## src/rtl/fft_frame_controller.sv

```systemverilog
// rtl/fft_frame_controller.sv - FFT config/frame sequencer with overrun and timeout reporting
//
// Sends one configuration word to a streaming FFT core after reset. It then
// packs audio samples into frames of FRAME_LEN beats, with `last` on the final
// beat. Only one frame is in flight at a time: the next frame may start only
// after the FFT output `last` beat, or after an output timeout.
//
// Parameters: FRAME_LEN (power of two, >= 4), DATA_W (<= 16), CONFIG_WORD,
//             TIMEOUT_CYCLES (>= 2).
// Ports:
//   clk_in, rst_in                    clock, async active-high reset
//   enable_in                         permits starting a new frame
//   sample_in, sample_valid_in        signed sample strobe (no backpressure)
//   fft_config_*                      config word handshake to the FFT
//   fft_in_*                          sample stream to the FFT (imag part = 0)
//   fft_out_valid/ready/last_in       FFT output stream, monitored only
//   frame_done_out, frame_count_out   completion pulse and wrapping count
//   overrun_out, timeout_out          sticky error flags
//   busy_out                          frame in progress (FILL or WAIT_OUT)

module fft_frame_controller #(
    parameter int          FRAME_LEN      = 2048,
    parameter int          DATA_W         = 16,
    parameter logic [15:0] CONFIG_WORD    = 16'h0001,
    parameter int          TIMEOUT_CYCLES = 8192
) (
    input  logic              clk_in,
    input  logic              rst_in,
    input  logic              enable_in,
    input  logic [DATA_W-1:0] sample_in,
    input  logic              sample_valid_in,
    output logic [15:0]       fft_config_data_out,
    output logic              fft_config_valid_out,
    input  logic              fft_config_ready_in,
    output logic [31:0]       fft_in_data_out,
    output logic              fft_in_valid_out,
    output logic              fft_in_last_out,
    input  logic              fft_in_ready_in,
    input  logic              fft_out_valid_in,
    input  logic              fft_out_ready_in,
    input  logic              fft_out_last_in,
    output logic              frame_done_out,
    output logic [15:0]       frame_count_out,
    output logic              overrun_out,
    output logic              timeout_out,
    output logic              busy_out
);

    localparam int BEAT_W = $clog2(FRAME_LEN);
    localparam int WAIT_W = $clog2(TIMEOUT_CYCLES);
    localparam logic [BEAT_W-1:0] BEAT_LAST = BEAT_W'(FRAME_LEN - 1);
    localparam logic [WAIT_W-1:0] WAIT_LAST = WAIT_W'(TIMEOUT_CYCLES - 1);

    typedef enum logic [1:0] {
        ST_CONFIG,
        ST_IDLE,
        ST_FILL,
        ST_WAIT_OUT
    } state_t;

    state_t              state_q,      state_d;
    logic                cfg_valid_q,  cfg_valid_d;
    logic                hold_valid_q, hold_valid_d;
    logic [DATA_W-1:0]   hold_data_q,  hold_data_d;
    logic [BEAT_W-1:0]   beat_idx_q,   beat_idx_d;
    logic [WAIT_W-1:0]   wait_cnt_q,   wait_cnt_d;
    logic                done_q,       done_d;
    logic [15:0]         count_q,      count_d;
    logic                overrun_q,    overrun_d;
    logic                timeout_q,    timeout_d;

    logic                in_hs;
    logic                hold_is_last;
    logic                out_done;
    logic [15:0]         sample_ext;

    // The holding register only ever holds data while in FILL, so its valid
    // bit doubles as the FFT input valid.
    assign in_hs        = hold_valid_q & fft_in_ready_in;
    // beat_idx is the frame position of the beat currently held.
    assign hold_is_last = (beat_idx_q == BEAT_LAST);
    assign out_done     = fft_out_valid_in & fft_out_ready_in & fft_out_last_in;
    assign sample_ext   = 16'(signed'(hold_data_q));

    always_ff @(posedge clk_in or posedge rst_in) begin
        if (rst_in) begin
            state_q      <= ST_CONFIG;
            cfg_valid_q  <= 1'b0;
            hold_valid_q <= 1'b0;
            hold_data_q  <= '0;
            beat_idx_q   <= '0;
            wait_cnt_q   <= '0;
            done_q       <= 1'b0;
            count_q      <= '0;
            overrun_q    <= 1'b0;
            timeout_q    <= 1'b0;
        end else begin
            state_q      <= state_d;
            cfg_valid_q  <= cfg_valid_d;
            hold_valid_q <= hold_valid_d;
            hold_data_q  <= hold_data_d;
            beat_idx_q   <= beat_idx_d;
            wait_cnt_q   <= wait_cnt_d;
            done_q       <= done_d;
            count_q      <= count_d;
            overrun_q    <= overrun_d;
            timeout_q    <= timeout_d;
        end
    end

    always_comb begin
        state_d      = state_q;
        cfg_valid_d  = cfg_valid_q;
        hold_valid_d = hold_valid_q;
        hold_data_d  = hold_data_q;
        beat_idx_d   = beat_idx_q;
        wait_cnt_d   = wait_cnt_q;
        done_d       = 1'b0;
        count_d      = count_q;
        overrun_d    = overrun_q;
        timeout_d    = timeout_q;

        case (state_q)
            ST_CONFIG: begin
                // Valid is registered so it stays low during reset and
                // rises on the first edge after release.
                if (cfg_valid_q && fft_config_ready_in) begin
                    cfg_valid_d = 1'b0;
                    state_d     = ST_IDLE;
                end else begin
                    cfg_valid_d = 1'b1;
                end
            end

            ST_IDLE: begin
                if (enable_in) begin
                    state_d = ST_FILL;
                end
            end

            ST_FILL: begin
                if (in_hs) begin
                    hold_valid_d = 1'b0;
                    if (hold_is_last) begin
                        beat_idx_d = '0;
                        wait_cnt_d = '0;
                        state_d    = ST_WAIT_OUT;
                    end else begin
                        beat_idx_d = beat_idx_q + 1'b1;
                    end
                end
                // Once the last beat is held, the frame is full: extra
                // samples are discarded without flagging an overrun.
                if (sample_valid_in && !(hold_valid_q && hold_is_last)) begin
                    if (!hold_valid_q || in_hs) begin
                        hold_valid_d = 1'b1;
                        hold_data_d  = sample_in;
                    end else begin
                        overrun_d = 1'b1;
                    end
                end
            end

            ST_WAIT_OUT: begin
                // Completion takes priority over an expiring timeout.
                if (out_done) begin
                    done_d     = 1'b1;
                    count_d    = count_q + 16'd1;
                    wait_cnt_d = '0;
                    state_d    = ST_IDLE;
                end else if (wait_cnt_q == WAIT_LAST) begin
                    timeout_d  = 1'b1;
                    wait_cnt_d = '0;
                    state_d    = ST_IDLE;
                end else begin
                    wait_cnt_d = wait_cnt_q + 1'b1;
                end
            end

            default: state_d = ST_CONFIG;
        endcase
    end

    assign fft_config_data_out  = CONFIG_WORD;
    assign fft_config_valid_out = cfg_valid_q;
    assign fft_in_data_out      = {16'h0000, sample_ext};
    assign fft_in_valid_out     = hold_valid_q;
    assign fft_in_last_out      = hold_valid_q & hold_is_last;
    assign frame_done_out       = done_q;
    assign frame_count_out      = count_q;
    assign overrun_out          = overrun_q;
    assign timeout_out          = timeout_q;
    assign busy_out             = (state_q == ST_FILL) || (state_q == ST_WAIT_OUT);

endmodule

```

## config.mk

```make
export PLATFORM = sky130hd
export DESIGN_NAME = fft_frame_controller
export DESIGN_NICKNAME = d
export VERILOG_FILES = /design/src/rtl/fft_frame_controller.sv
export SDC_FILE = /design/constraint.sdc
export NUM_CORES = 1
export LEC_CHECK = 0
export ABC_AREA = 1
export BUFFER_PORTS_ARGS = -buffer_cell sky130_fd_sc_hd__buf_2
export CORE_MARGIN = 3
export CORE_UTILIZATION = 40
export DETAILED_ROUTE_END_ITERATION = 16
export PLACE_DENSITY = 0.67
export SETUP_SLACK_MARGIN = 0.2
export SLEW_MARGIN = 20
export SYNTH_ARGS = -nofsm -noshare
export SYNTH_HDL_FRONTEND = slang
export SYNTH_SLANG_ARGS = --single-unit
```

## constraint.sdc

```tcl
create_clock -name clk_in -period 2.1 [get_ports clk_in]
set_input_delay 0.21 -clock clk_in [delete_from_list [all_inputs] [get_ports clk_in]]
set_output_delay 0.21 -clock clk_in [all_outputs]
set_load 0.05 [all_outputs]
```

==> impl_metrics.yaml <==
sta:
  fin_hold_ws_ns: -0.009782
  layout_min_cycle_time_ns: 1.832
  min_period_over_period_pct: 87.22
  clock_skew_ns: 0.01434
  worstMarginPinSlew_ns: 0.7535
  setup_ws_ns: 0.2684
  grt_setup_unrepaired: "yes"
  slew-limit-headroom_pct: 49.69
  drv_slew: 0
  final-setup-viol-count: 0
  timing.fmax_ghz: 0.5460
  finalHoldViolations: 17
  fin_tns_setup_ns: 0
cts:
  numClockSinks: 63
  ctsHoldBuffers: 0
  cts_root_buffer: "clkbuf_8"
  cts.clk_slew.worst_paths_ns: 0.08
  clk_latency_ns: 0.35
  cts_tree: "built"
  post_cts_buffers: 0
  ctsHtreeMaxLevel: 3
  clockBufferDepth: 2
  cts_buffers: 9
floorplanning:
  core_area_um2: 8806
  die_area_um2: 10330
  io_pins: 96
  die_h_um: 101.7
  die_width_um: 101.7
  rows: 34
  initial_core_util_pct: 41.56
global_route:
  grt_max_degree: 36
  grt_use_total_pct: 13.84
  overflow: 0
  antenna_found_initial: 0
  grt_pass1_vias: 2573
  grt_pass1_wl_um: 11460
logic_synthesis:
  async_reset_ff_share_pct: 100.0
  synth_area_leaders: "dfrtp_1 43%, nand2_1 12%, buf_4 6.8%, inv_1 6.8%, o21ai_2 3.8%"
  synthTopCellsByCount: "116 x nand2_1, 66 x inv_1, 63 x dfrtp_1"
  synth_cell_types: 32
  ys.warnings.count: 0
  avgSynthCellArea_um2: 8.224
  syn-cell-area_um2: 3660
  synth_top_area_share_pct: 43.08
  ys_seq_area_share_pct: 43.08
  ys.flop_type: "dfrtp_1"
  synth_edf_count: 0
  netlist_instances: 445
  synth_top_cell_by_area: "dfrtp_1"
  synth_most_common_cell: "nand2_1"
  synth_seq_cells: 63
pwr:
  power_mw: 4.934
  max-vdd-ir-drop_uv: 645.4
  switchingPower_mw: 2.436
  power_leakage_nw: 2.222
  clkPwrFrac_pct: 19.8
  power_frac_comb_pct: 45.3
  pwr-share-seq_pct: 34.8
  internal_power_mw: 2.498
  p_sw_share_pct: 49.38
  p_per_area_nw_per_um2: 1188
setup_path:
  slowest_stage: "dfrtp_1"
  worst_ep_required_time_ns: 1.89
  cp_cell_sequence: "ha_2, nand2_1, nor2_2, inv_2, nor2_2, nand3_2, inv_2, buf_8"
  path_class: "reg -> out"
  worst_setup_path_end_kind: "primary output"
  worst_ep_arrival_time_ns: 1.62
  start_kind: "flop"
  critPathMaxStageDelay_ns: 0.38
  cp_max_fo: 3
place:
  port_buffers: 63
  dpl_cell_area_um2: 3950
  dp_hpwl_um: 5226
  gp_congestion: 0.8677
  dpl_worst_slack_ns: 0.3499
drt:
  wirelength_um: 6902
  routedWlPerCell_um: 10.97
  ant_nets: 0
  drc: 0
  drt_iter0_drc: 70
  drtPass1Iterations: 4
  vias: 2833
  viasPerCell: 4.504
final_layout:
  nets: 548
  diodes: 0
  area_growth_pct: 13.44
  fill_cells: 857
  final_cell_area_um2: 4151
  drive_gt1_share_pct: 24.76
run_status:
  violations: "hold timing"
  status: "complete, but fails checks"
min_path:
  hp-class: "in -> async"
run:
  maxCapViolations: 0
==> critical path: cells and delay by family (launching register included) <==
family | cells | cell delay [ns]
and+or+nand+nor | 4 | 0.42
adders and majority gates | 1 | 0.19
buffers and inverters | 3 | 0.30
DFF | 1 | 0.38
==> power groups by stage <==
| stage | combinational (mW) | sequential (mW) | clock [mW] |
|---|---|---|---|
| after global placement | 2.21 | 1.73 | 0 |
| after floorplan | 1.12 | 2.49 | 0 |
| after global routing | 2.43 | 1.77 | 1.07 |
| after CTS | 2.25 | 1.72 | 1.02 |
| final | 2.24 | 1.72 | 0.979 |
| after detailed placement | 2.24 | 1.74 | 0 |
==> flip-flops by register name (all words and copies together), names as in the netlist <==
| signal | count |
|---|---|
| frame_count_out | 16 |
| fft_config_valid_out | 1 |
| frame_done_out | 1 |
| timeout_out | 1 |
| state_q | 2 |
| wait_cnt_q | 13 |
| fft_in_valid_out | 1 |
| beat_idx_q | 11 |
| overrun_out | 1 |
| hold_data_q | 16 |
==> path summary, 6_finish.rpt <==
path,cells after the start,end,slack [ns],startpoint
worst max-delay path,8,fft_in_last_out,0.27,beat_idx_q[1]
worst min-delay path,2,frame_count_out[14],-0.01,rst_in
worst max register to register,6,hold_data_q[14],0.40,state_q[0]
worst min register to register,2,hold_data_q[3],0.48,hold_data_q[3]
max in group asynchronous,3,fft_config_valid_out,1.44,rst_in
min in group clk_in,3,hold_data_q[3],0.10,sample_in[3]
==> cells by family after synthesis <==
group | after synthesis | synth area share [%]
and+or+nand+nor | 212 | 27.18
buffers and inverters | 104 | 15.25
xor gates and xnor gates | 21 | 5.026
other | 2 | 0.2052
AOI/OAI and AO/OA | 36 | 6.872
DFF | 63 | 43.08
adders and majority gates | 7 | 2.393
==> per-stage QoR <==
step / utilization (%) / std cells
after CTS: 46.97 / 629
after global placement: 44.86 / 613
after global routing: 47.14 / 629
final: 47.14 / 629
after detailed placement: 44.86 / 613
after floorplan: - / 475
==> area by class of cell <==
class                           instances  area (µm²)  share of cell area, %
Tap cell                              108       135.1                  3.255
Sequential cell                        63        1577                  37.97
Multi-Input combinational cell        308        1643                  39.57
Timing Repair Buffer                   68       365.4                  8.800
Clock buffer                           10       137.6                  3.315
Clock inverter                          6       46.29                  1.115
Inverter                               66       247.7                  5.967
==> cells in the final DEF, fill, tap and decap left out, drive strengths merged <==
cell type  count
clkinvlp       2
nand3b         2
nor3           9
nand3         25
a21oi          2
or2            2
buf           67
o21bai         3
conb          32
nand4         12
xor2          15
dfrtp         63
o21ai         29
ha             7
a21o           1
nand2        124
clkbuf        11
nor2          37
xnor2          6
inv           66
a31oi          1
nor3b          1
clkinv         4
==> metal layers <==
layer | GRT usage [%] | share of wire, % | wire [µm] | vias up
met5 | 0 | 0 | 0 | -
met4 | 5.624 | 1.8 | 121 | 0
met3 | 3.788 | 4.9 | 336 | 14
met2 | 22.23 | 46 | 3183 | 63
met1 | 17.63 | 47 | 3260 | 1293
li1 | - | - | - | 1463
==> what timing repair did <==
item                       CTS  global route
setup endpoints to repair    1            14
gates resized for setup      1             7
pin swaps                    0             2
No activity file was read; power rests on OpenSTA's default activity.
